File: src/rtl/casez_seq_dispatch.sv
// Wildcard-match command dispatcher: first-match (value, don't-care mask) lookup at accept,
// followed by a timed wait / code update / hold sequence, or a default wait with a miss count on no match.
module casez_seq_dispatch #(
  parameter int WIDTH    = 4,
  parameter int NITEMS   = 3,
  parameter int CODE_W   = 4,
  parameter int PRE_CYC  = 3,
  parameter int POST_CYC = 3,
  parameter int DEF_CYC  = 2,
  parameter int CNT_W    = 8,
  localparam int IDX_W   = (NITEMS > 1) ? $clog2(NITEMS) : 1
) (
  input  logic                     clk,
  input  logic                     rst_n,
  input  logic                     in_valid,
  output logic                     in_ready,
  input  logic [WIDTH-1:0]         in_data,
  input  logic [NITEMS*WIDTH-1:0]  pat_val,
  input  logic [NITEMS*WIDTH-1:0]  pat_mask,
  input  logic [NITEMS*CODE_W-1:0] pat_code,
  output logic [CODE_W-1:0]        out_code,
  output logic                     out_valid,
  output logic [IDX_W-1:0]         match_idx,
  output logic                     hit,
  output logic                     done,
  output logic [CNT_W-1:0]         miss_cnt
);

  localparam int MAXC_A = (PRE_CYC > POST_CYC) ? PRE_CYC : POST_CYC;
  localparam int MAXC   = (MAXC_A > DEF_CYC) ? MAXC_A : DEF_CYC;
  localparam int CYC_W  = (MAXC > 1) ? $clog2(MAXC) : 1;

  localparam logic [1:0] S_IDLE = 2'd0;
  localparam logic [1:0] S_PRE  = 2'd1;
  localparam logic [1:0] S_HOLD = 2'd2;
  localparam logic [1:0] S_DFLT = 2'd3;

  logic [1:0]        state_q, state_d;
  logic [CYC_W-1:0]  cnt_q, cnt_d;
  logic [CODE_W-1:0] code_lat_q, code_lat_d;
  logic [CODE_W-1:0] out_code_q, out_code_d;
  logic              out_valid_q, out_valid_d;
  logic [IDX_W-1:0]  idx_q, idx_d;
  logic              hit_q, hit_d;
  logic              done_q, done_d;
  logic [CNT_W-1:0]  miss_q, miss_d;

  logic              m_hit;
  logic [IDX_W-1:0]  m_idx;
  logic [CODE_W-1:0] m_code;

  function automatic logic [CNT_W-1:0] sat_inc(input logic [CNT_W-1:0] v);
    return (&v) ? v : v + 1'b1;
  endfunction

  // Scan from the top down so the lowest matching index is the one left standing.
  always_comb begin
    m_hit  = 1'b0;
    m_idx  = '0;
    m_code = '0;
    for (int i = NITEMS - 1; i >= 0; i--) begin
      if (((in_data ^ pat_val[i*WIDTH +: WIDTH]) & ~pat_mask[i*WIDTH +: WIDTH]) == '0) begin
        m_hit  = 1'b1;
        m_idx  = IDX_W'(i);
        m_code = pat_code[i*CODE_W +: CODE_W];
      end
    end
  end

  always_comb begin
    state_d     = state_q;
    cnt_d       = cnt_q;
    code_lat_d  = code_lat_q;
    out_code_d  = out_code_q;
    out_valid_d = 1'b0;
    idx_d       = idx_q;
    hit_d       = hit_q;
    done_d      = 1'b0;
    miss_d      = miss_q;
    case (state_q)
      S_IDLE: begin
        if (in_valid) begin
          code_lat_d = m_code;
          idx_d      = m_idx;
          hit_d      = m_hit;
          if (m_hit) begin
            state_d = S_PRE;
            cnt_d   = CYC_W'(PRE_CYC - 1);
          end else begin
            state_d = S_DFLT;
            cnt_d   = CYC_W'(DEF_CYC - 1);
          end
        end
      end
      S_PRE: begin
        if (cnt_q == '0) begin
          out_code_d  = code_lat_q;
          out_valid_d = 1'b1;
          state_d     = S_HOLD;
          cnt_d       = CYC_W'(POST_CYC - 1);
        end else begin
          cnt_d = cnt_q - 1'b1;
        end
      end
      S_HOLD: begin
        if (cnt_q == '0) begin
          state_d = S_IDLE;
          done_d  = 1'b1;
        end else begin
          cnt_d = cnt_q - 1'b1;
        end
      end
      S_DFLT: begin
        if (cnt_q == '0) begin
          state_d = S_IDLE;
          done_d  = 1'b1;
          miss_d  = sat_inc(miss_q);
        end else begin
          cnt_d = cnt_q - 1'b1;
        end
      end
      default: state_d = S_IDLE;
    endcase
  end

  always_ff @(posedge clk or negedge rst_n) begin
    if (!rst_n) begin
      state_q     <= S_IDLE;
      cnt_q       <= '0;
      code_lat_q  <= '0;
      out_code_q  <= '0;
      out_valid_q <= 1'b0;
      idx_q       <= '0;
      hit_q       <= 1'b0;
      done_q      <= 1'b0;
      miss_q      <= '0;
    end else begin
      state_q     <= state_d;
      cnt_q       <= cnt_d;
      code_lat_q  <= code_lat_d;
      out_code_q  <= out_code_d;
      out_valid_q <= out_valid_d;
      idx_q       <= idx_d;
      hit_q       <= hit_d;
      done_q      <= done_d;
      miss_q      <= miss_d;
    end
  end

  assign in_ready  = (state_q == S_IDLE);
  assign out_code  = out_code_q;
  assign out_valid = out_valid_q;
  assign match_idx = idx_q;
  assign hit       = hit_q;
  assign done      = done_q;
  assign miss_cnt  = miss_q;

endmodule

File: config.mk
export PLATFORM = sky130hd
export DESIGN_NAME = casez_seq_dispatch
export DESIGN_NICKNAME = d
export VERILOG_FILES = /design/src/rtl/casez_seq_dispatch.sv
export SDC_FILE = /design/constraint.sdc
export NUM_CORES = 1
export LEC_CHECK = 0
export ABC_AREA = 1
export CAP_MARGIN = 20
export CORE_ASPECT_RATIO = 1.2
export CORE_MARGIN = 2
export CORE_UTILIZATION = 49
export CTS_BUF_LIST = sky130_fd_sc_hd__clkbuf_4
export CTS_CLUSTER_DIAMETER = 40
export DETAILED_ROUTE_END_ITERATION = 6
export GPL_ROUTABILITY_DRIVEN = 0
export PLACE_DENSITY = 0.87
export SLEW_MARGIN = 30
export SYNTH_ARGS = -nofsm -noshare
export SYNTH_HDL_FRONTEND = slang
export SYNTH_SLANG_ARGS = --single-unit
File: constraint.sdc
create_clock -name clk -period 4.2 [get_ports clk]
set_clock_uncertainty 0.1 [all_clocks]
set_input_delay 0.42 -clock clk [delete_from_list [all_inputs] [get_ports clk]]
set_output_delay 0.42 -clock clk [all_outputs]
set_load 0.03 [all_outputs]
==> results of run 1 <==
-- through the flow --
stage                     power, mW  std cells
after floorplan               0.741        222
after global placement        0.936        318
after detailed placement      0.950        318
after CTS                      1.05        323
after global routing           1.13        323
final                          1.05        323
-- routing by layer --
metal,wire [um],up-vias,track usage (%)
met2,1680,44,35.5
met3,158,10,3.64
met5,0,-,0
met1,1420,666,23.8
li1,-,808,-
met4,94,0,8.93
-- area by class of cell --
class | instances | share of cell area, %
clock buffers | 3 | 0.975
clock inverters | 1 | 0.217
inverters | 42 | 6.82
multi-input cells | 155 | 36.8
flip-flops and latches | 25 | 27.1
well taps | 36 | 1.95
repair buffers | 61 | 26.2
-- synth_stat cells, drive strengths merged --
cell     n  share of area (%)
nand2   85                 21
inv     42                9.7
dfrtp   25                 38
nand3   24                8.7
nor2    17                8.0
a21oi    5                1.5
nand3b   5                2.3
ha       3                2.3
o21ai    3               0.92
xnor2    3                1.6
xor2     3                1.6
a211oi   1               0.46
a21o     1               0.46
and3     1               0.38
nand4    1               0.38
nor3     1                1.0
nor3b    1               0.77
or2      1               0.38
-- repair_timing --
action | 4_1_cts | 5_1_grt
hold endpoints to repair | 25 | 0
hold buffers | 1 | 0
resized for setup | 0 | 0
setup buffers | 0 | 0
-- power breakdown --
group | switching, mW | leakage (nW) | internal (mW) | total (mW)
combinational | 0.327 | 0.864 | 0.230 | 0.558
sequential | 0.0618 | 0.325 | 0.323 | 0.385
clock | 0.0684 | 0.0177 | 0.0356 | 0.104
-- worst reg2reg max path, cell delays in order (launching register included) --
cell and delay (ns):
dfrtp_1 0.38, inv_1 0.07, ha_1 0.25, nand2_4 0.12, inv_1 0.07, a21oi_1 0.21
inv_1 0.09, a21oi_1 0.12, nand2_1 0.07, nand2_1 0.05
-- logic make-up (layout without fill, tap and decap cells) --
logic type                 Yosys count  after routing  synth area share [%]
and+or+nand+nor                    136            136                  43.1
buffers and inverters               42            107                  9.66
DFF                                 25             25                  38.3
AOI/OAI and AO/OA                   10             10                  3.37
xor gates and xnor gates             6              6                  3.22
adders and majority gates            3              3                  2.30
-- registers in the layout (all words and copies together), names as in the netlist --
signal / cells
miss_cnt: 8
code_lat_q: 4
out_code: 4
cnt_q: 2
match_idx: 2
state_q: 2
done: 1
hit: 1
out_valid: 1
-- how the worst max path moves through the flow --
stage | slack [ns] | start | depth (start not counted) | to
final | 2.00 | state_q[1]$_DFFE_PN0P_ | 2 | in_ready
after global routing | 1.94 | state_q[1]$_DFFE_PN0P_ | 2 | in_ready
after CTS | 2.00 | state_q[1]$_DFFE_PN0P_ | 2 | in_ready
after detailed placement | 2.29 | in_data[2] | 7 | cnt_q[0]$_DFFE_PN0P_
after global placement | 2.29 | in_data[2] | 8 | state_q[1]$_DFFE_PN0P_
after floorplan | 2.51 | miss_cnt[1]$_DFFE_PN0P_ | 7 | miss_cnt[3]$_DFFE_PN0P_
==> key figures, run 1 <==
Outcome
  • Outcome: completed

GRT
  • Total GRT Usage: between 20 and 25%
  • Initial antenna violation count: 0
  • Largest net degree at the start of global routing: 26
  • Grt total ovfl: 0
  • Vias in the first global route: around 1400
  • First-pass GRT wire length: approximately 6 mm

Place
  • Post-detail-place hpwl: approximately 2.9 mm
  • Port-buffer cells: 60
  • Pre-CTS setup slack: between 2 and 2.5 ns
  • Dpl cell area: roughly 2300 um^2

Critical path
  • R2r worst-path depth: 9
  • CP top delay family: buffers and inverters
  • Arr. time, crit path: around 1.7 ns
  • Type of origin of the critical path: flip-flop
  • Crit end category: primary output
  • Worst path cell trace: nor2_4 > clkdlybuf4s50_1
  • Critical path class: reg -> out
  • Worst Path Required: approximately 3.7 ns
  • CP max FO: 5
  • Crit path buffers/inverters: 1
  • R2r endpoint: cnt_q[1]$_DFFE_PN0P_
  • CP max stage delay: 0.69 ns
  • Slowest CP cell: clkdlybuf4s50_1
  • Reg2reg setup slack: 2.64 ns
  • FF-to-FF Start: cnt_q[0]$_DFFE_PN0P_

Power and ir drop
  • P_leak: about 1.2 nW
  • Peak supply drop: between 0.0004 and 0.0005 V
  • Power Density: ~450 nW/um^2

Logic synthesis
  • Syn Nets: ~270
  • Post-synthesis cell count: 222
  • Flop and latch count out of synthesis: 25
  • Yosys warning count: 0
  • Syn Std Cell Area: between 1500 and 2000 um^2
  • Synthesized area per cell: 7.36 um^2
  • Sequential share of the synthesized area: approximately two fifths
  • Post-synth cell types: 27

Timing
  • Final worst slack: 2.00 ns
  • WHS: 0.384 ns
  • Fmax achieved: between 400 and 500 MHz
  • Clock period minus worst slack: between 2 and 2.5 ns
  • Final Cycle Share: about 52%
  • Final setup fails: 0
  • Setup TNS: 0 ns
  • RSZ-0062 raised after global routing: false
  • Final hold vios: 0
  • Max_slew headroom: between 60% and 70%
  • Least-Margin Pin Slew: 0.525 ns
  • Fin. max-slew vios: 0

Final layout
  • # diodes: 0
  • Final instance area: 2310 um^2
  • Area growth, synth to finish: 41.5%
  • Commonest non-fill, non-tap cell in the layout: nand2_1
  • Area of the multi-input gates: around 850 um^2
  • Nets: 334
  • Layout cells sized above 1: a little under a tenth
  • FILL cells: 248
  • Util after Layout: between 70% and 80%
  • Commonest non-fill, non-tap cells in the layout: 80 x nand2_1, 59 x clkdlybuf4s50_1, 40 x inv_1
  • Reg area: 626 um^2

Floorplan
  • Row count: 22
  • Die Area: 3810 um^2
  • Die Width: 56.7 um
  • Core footprint: 3110 um^2
  • Chip height: approximately 67 um
  • Initial core utilization: a little over half
  • IO Pins: 61

Route
  • Post-DR wirelength/cell: 10.4 um
  • Via count: ~1500
  • Post-route ant nets: 0
  • DR DRC count: 0
  • Number of DRC markers in iteration 0: 32
  • WL final: around 3.3 mm
  • Drt via density: 4.73
  • Pre-Repair DR Iteration Count: 4

Clock network
  • H-tree depth: 1
  • CTS tree: built
  • CTS Buf Count: 3
  • CTS root buffer: clkbuf_4
  • Clk buf depth: 2
  • Clock Sinks: 25
  • Clk_lat worst skew: approximately 0.32 ns
  • Clock transition at path regs: ~0.14 ns

Min path
  • Hold crit path type: reg -> reg
  • Hold Path Depth: 2
  • WHS Endpoint: out_code[0]$_DFFE_PN0P_
  • Hold Crit Start: out_code[0]$_DFFE_PN0P_

Job
  • Max Cap Violations: 0
Note: power is estimated with default switching activity, not from simulation.
==> run 2: changes to the inputs <==
--- a/config.mk
+++ b/config.mk
@@ -9,12 +9,12 @@
 export CAP_MARGIN = 20
 export CORE_ASPECT_RATIO = 1.2
 export CORE_MARGIN = 2
-export CORE_UTILIZATION = 49
+export CORE_UTILIZATION = 41
 export CTS_BUF_LIST = sky130_fd_sc_hd__clkbuf_4
 export CTS_CLUSTER_DIAMETER = 40
 export DETAILED_ROUTE_END_ITERATION = 6
 export GPL_ROUTABILITY_DRIVEN = 0
-export PLACE_DENSITY = 0.87
+export PLACE_DENSITY = 0.78
 export SLEW_MARGIN = 30
 export SYNTH_ARGS = -nofsm -noshare
 export SYNTH_HDL_FRONTEND = slang
==> constraint.sdc (replaced) <==
create_clock -name clk -period 1.9 [get_ports clk]
set_clock_uncertainty 0.1 [all_clocks]
set_input_delay 0.19 -clock clk [delete_from_list [all_inputs] [get_ports clk]]
set_output_delay 0.19 -clock clk [all_outputs]
set_load 0.03 [all_outputs]
==> run 2 against run 1 <==
Core utilization decreased by 14 points. Combinational power increased by 120%. Via count decreased by 0.39%.
==> key figures, run 2 (synthesis gave the netlist of run 1 again) <==
Route
  • Met1 Wirelength: 1.31 mm
  • WL met2: between 1.5 and 2 mm
  • Post-DR wirelength/cell: ~9.7 um
  • Highest metal used: met4
  • Pre-Repair DR Iteration Count: 6
  • Via count: between 1500 and 2000
  • DR WL met3: 179 um
  • WL final: roughly 3.3 mm
  • Drt via density: 4.46
  • DR DRC count: 0
  • Post-route ant nets: 0
  • Number of DRC markers in iteration 0: between 50 and 60

Timing
  • Least-Margin Pin Slew: about 0.32 ns
  • Final Cycle Share: about 94%
  • Fin. max-slew vios: 0
  • RSZ-0062 raised after global routing: false
  • Final setup fails: 0
  • Final hold vios: 0
  • Max_slew headroom: between 70% and 80%
  • Clock period minus worst slack: 1.79 ns
  • Fmax achieved: approximately 560 MHz
  • Setup TNS: 0 ns

Final layout
  • Util after Layout: about 60%
  • Largest register FFs: 8
  • Nets: between 300 and 400
  • Layout cells sized above 1: just over 9%
  • FILL cells: 383
  • Commonest non-fill, non-tap cells in the layout: 80 x nand2_1, 59 x clkdlybuf4s50_1, 40 x inv_1
  • Area of the multi-input gates: 850 um^2
  • # diodes: 0
  • Final instance area: around 2300 um^2
  • Area growth, synth to finish: 43.1%
  • Commonest non-fill, non-tap cell in the layout: nand2_1
  • Reg area: 626 um^2

Place
  • Dpl cell area: 2310 um^2
  • Port-buffer cells: 60
  • Post-detail-place hpwl: approximately 2.9 mm

Clock network
  • CTS Buf Count: 3
  • H-tree depth: 1
  • Clk_lat worst skew: 0.31 ns
  • Clk buf depth: 2
  • Setup Fix Bufs, Post-CTS: 0
  • CTS root buffer: clkbuf_4
  • CTS tree: built
  • Clock Sinks: 25
  • Clock transition at path regs: 0.13 ns

Critical path
  • CP max stage delay: 0.71 ns
  • CP top delay family: buffers and inverters
  • Arr. time, crit path: about 1.5 ns
  • Type of origin of the critical path: flip-flop
  • Critical path class: reg -> out
  • Crit end category: primary output
  • Worst Path Required: 1.61 ns
  • Crit path buffers/inverters: 1
  • CP max FO: 4
  • Slowest CP cell: clkdlybuf4s50_1
  • Worst path cell trace: clkdlybuf4s50_1

Power and ir drop
  • Clk pwr share: 10.8%
  • Sw power: 1.01 mW
  • P_leak: between 1 and 1.5 nW
  • Int Pwr: 1.31 mW
  • Peak supply drop: between 0.0004 and 0.0005 V
  • Power Density: just under 1000 nW/um^2
  • Sw frac: 43.5%
  • Seq pwr share: a little under two fifths
  • Combinational share of power: between 50% and 60%

GRT
  • Total GRT Usage: between 15 and 20%
  • Largest net degree at the start of global routing: 26
  • Vias in the first global route: around 1500
  • Initial antenna violation count: 0
  • Grt total ovfl: 0
  • First-pass GRT wire length: roughly 5.9 mm

Floorplan
  • Core footprint: between 3000 and 4000 um^2
  • Chip height: between 70 and 80 um
  • Die Width: about 62 um
  • Initial core utilization: between 40% and 50%
  • IO Pins: slightly above 60
  • Die Area: 4510 um^2
  • Row count: 25

Min path
  • Hold crit path type: in -> async

Job
  • Max Cap Violations: 0

Outcome
  • Outcome: completed
## run 2: area by class of cell
type	instances	share of cell area [%]
Sequential cell	25	26.8
Timing Repair Buffer	61	26.0
Tap cell	54	2.89
Multi-Input combinational cell	155	36.3
Clock buffer	4	1.28
Inverter	42	6.75
## run 2: worst paths after layout
check                                   startpoint                        to  slack [ns]  cells after the start
min reg2reg                out_code[3]$_DFFE_PN0P_   out_code[3]$_DFFE_PN0P_        0.39                      2
max                        miss_cnt[7]$_DFFE_PN0P_               miss_cnt[7]        0.11                      1
min                                          rst_n   out_code[2]$_DFFE_PN0P_        0.12                      2
min in group clk           out_code[3]$_DFFE_PN0P_   out_code[3]$_DFFE_PN0P_        0.39                      2
max in group asynchronous                    rst_n  match_idx[1]$_DFFE_PN0P_        1.34                      2
max reg2reg                miss_cnt[1]$_DFFE_PN0P_   miss_cnt[3]$_DFFE_PN0P_        0.35                      7
## run 2: layer usage
| metal | GRT usage, % | up-vias |
|---|---|---|
| met5 | 0 | - |
| met4 | 4.96 | 0 |
| met3 | 3.19 | 4 |
| met2 | 31.6 | 48 |
| met1 | 19.0 | 662 |
| li1 | - | 808 |
## run 2: timing repair
| action | CTS | global route |
|---|---|---|
| setup endpoints to repair | 1 | 0 |
| hold buffers | 0 | 0 |
| gates resized for setup | 1 | 0 |
## run 2: power groups by stage
stage	Clock (mW)	Sequential (mW)	Combinational [mW]
3_5_place_dp	0	0.866	1.24
4_1_cts	0.260	0.853	1.24
3_3_place_gp	0	0.859	1.21
2_1_floorplan	0	1.04	0.596
6_report	0.249	0.850	1.22
5_1_grt	0.286	0.879	1.35
## run 2: per-stage QoR
stage | total power [mW] | hold slack [ns] | worst slack [ns] | instances
CTS | 2.35 | 0.125 | 0.105 | 341
global route | 2.51 | 0.117 | 0.0406 | 341
finish | 2.32 | 0.118 | 0.112 | 341
detailed placement | 2.11 | 0.364 | 0.181 | 337
global placement | 2.07 | 0.356 | 0.201 | 337
floorplan | 1.64 | -0.206 | 0.215 | 222
==> run 3: changes to the inputs <==
==> constraint.sdc (replaced) <==
create_clock -name clk -period 1.9 [get_ports clk]
set_clock_uncertainty 0.1 [all_clocks]
set_input_delay 0.38 -clock clk [delete_from_list [all_inputs] [get_ports clk]]
set_output_delay 0.38 -clock clk [all_outputs]
set_load 0.03 [all_outputs]
==> run 3 against run 2 <==
Non-clock buffer count is 2 higher. Power is 0.97% higher. Combinational power hardly changed. Flip-flop and latch count stayed put. Clock-buffer cell count stayed put. Routed wire length stayed put. Design area is 0.91% higher. Sequential power is 2% lower. Clock power hardly changed. First-iteration DRC count is 25% lower.
==> key figures, run 3 (synthesis gave the netlist of run 1 again) <==
GRT
  • Grt total ovfl: 0
  • Total GRT Usage: between 10% and 20%
  • Largest net degree at the start of global routing: 26
  • First-pass GRT wire length: 5.75 mm
  • Vias in the first global route: approximately 1500
  • Initial antenna violation count: 0

Final layout
  • Commonest non-fill, non-tap cells in the layout: 80 x nand2_1, 49 x clkdlybuf4s50_1, 40 x inv_1
  • Area growth, synth to finish: 44.4%
  • Largest register FFs: 8
  • Layout cells sized above 1: under 10%
  • Finished Layout Cells: approximately 340
  • Commonest non-fill, non-tap cell in the layout: nand2_1
  • Nets: roughly 340
  • # diodes: 0
  • FILL cells: 392
  • Util after Layout: approximately three fifths

Timing
  • Least-Margin Pin Slew: about 0.33 ns
  • Final Cycle Share: 97.2%
  • Final hold vios: 0
  • Clock period minus worst slack: about 1.8 ns
  • Final worst slack: about 0.053 ns
  • Fin. max-slew vios: 0
  • Final setup fails: 0
  • Max_slew headroom: about 80%
  • Fmax achieved: 542 MHz
  • RSZ-0062 raised after global routing: false

Clock network
  • CTS Buf Count: 3
  • Clock Sinks: 25
  • Setup Fix Bufs, Post-CTS: 0
  • CTS root buffer: clkbuf_4
  • H-tree depth: 1
  • Clock transition at path regs: 0.13 ns
  • Clk_lat worst skew: 0.32 ns
  • Cts hold-fix bufs: 0
  • Clk buf depth: 2
  • CTS tree: built

Critical path
  • CP max stage delay: approximately 0.67 ns
  • Worst path cell trace: clkdlybuf4s50_1
  • Slowest CP cell: clkdlybuf4s50_1
  • CP top delay family: buffers and inverters
  • Worst Path Required: ~1.4 ns
  • Arr. time, crit path: ~1.4 ns
  • Type of origin of the critical path: flip-flop
  • CP max FO: 2
  • Crit path buffers/inverters: 1
  • Critical path class: reg -> out
  • Crit end category: primary output

Route
  • Pre-Repair DR Iteration Count: 4
  • Post-DR wirelength/cell: 9.63 um
  • Drt via density: 4.49
  • Number of DRC markers in iteration 0: slightly above 40
  • Via count: about 1500
  • DR DRC count: 0
  • WL final: roughly 3.3 mm
  • Post-route ant nets: 0

Power and ir drop
  • P_leak: approximately 1.3 nW
  • Power Density: between 900 and 1000 nW/um^2
  • Sw frac: between 40% and 50%
  • Clk pwr share: 10.7%
  • Seq pwr share: a little over a third
  • Combinational share of power: a little over half
  • Sw power: around 1 mW
  • Int Pwr: ~1.3 mW
  • Peak supply drop: around 0.00031 V

Floorplan
  • Row count: 25
  • Chip height: approximately 73 um
  • Initial core utilization: between 40% and 50%
  • Die Width: between 60 and 70 um
  • IO Pins: between 60 and 70
  • Die Area: roughly 4500 um^2
  • Core footprint: 3880 um^2

Outcome
  • Outcome: completed

Place
  • Pre-CTS setup slack: -0.0190 ns
  • Port-buffer cells: 60
  • Inst Count DP: about 340
  • Post-detail-place hpwl: between 2 and 3 mm

Min path
  • Hold crit path type: in -> async

Job
  • Max Cap Violations: 0
run 3: cell count changes in the layout (fill, tap and decap cells not counted), sizes merged:
cell and delta:
dlymetal6s2s +5, buf +2, dlygate4sd2 +5, clkdlybuf4s50 -10
run 3: metal layers:
metal,vias to the layer above,share of wire (%),global-route usage (%)
met3,8,5.4,2.66
met2,50,53,28.8
met4,0,2.5,8.75
li1,812,-,-
met1,670,39,18.5
met5,-,0,0
run 3: layout make-up:
type / count / area (um^2) / area share (%)
inverter: 42 / 158 / 6.68
timing repair buffer: 63 / 628 / 26.6
sequential: 25 / 626 / 26.5
multi-input combinational: 155 / 850 / 36.0
tap: 54 / 67.6 / 2.86
clock buffer: 4 / 30.0 / 1.27
run 3: path summary, 6_finish.rpt:
| kind | depth (start not counted) | end | slack, ns | startpoint |
|---|---|---|---|---|
| worst max-delay path | 1 | out_code[3] | 0.05 | out_code[3]$_DFFE_PN0P_ |
| worst min-delay path | 2 | miss_cnt[3]$_DFFE_PN0P_ | 0.30 | rst_n |
| worst max register to register | 9 | cnt_q[1]$_DFFE_PN0P_ | 0.36 | cnt_q[0]$_DFFE_PN0P_ |
| worst min register to register | 2 | out_code[1]$_DFFE_PN0P_ | 0.39 | out_code[1]$_DFFE_PN0P_ |
| max in group asynchronous | 2 | code_lat_q[3]$_DFFE_PN0P_ | 1.16 | rst_n |
| min in group clk | 2 | out_code[1]$_DFFE_PN0P_ | 0.39 | out_code[1]$_DFFE_PN0P_ |
run 3: repair_timing:
| action | 4_1_cts | 5_1_grt |
|---|---|---|
| resized for setup | 6 | 5 |
| gates cloned | 0 | 0 |
| endpoints found under the setup margin | 6 | 5 |
run 3: through the flow:
stage | area [um^2] | setup TNS, ns | total power, mW | hold WS (ns)
global route | 2360 | 0 | 2.53 | 0.313
global placement | 2320 | -0.00371 | 2.11 | 0.357
CTS | 2350 | 0 | 2.37 | 0.304
floorplan | 1630 | 0 | 1.64 | -0.0156
finish | 2360 | 0 | 2.34 | 0.302
detailed placement | 2320 | -0.0202 | 2.14 | 0.365
run 3: power groups by stage:
stage | Combinational, mW | Clock (mW) | Sequential, mW
finish | 1.25 | 0.249 | 0.836
global route | 1.39 | 0.274 | 0.864
CTS | 1.28 | 0.257 | 0.839
detailed placement | 1.29 | 0 | 0.852
global placement | 1.26 | 0 | 0.847
floorplan | 0.596 | 0 | 1.04
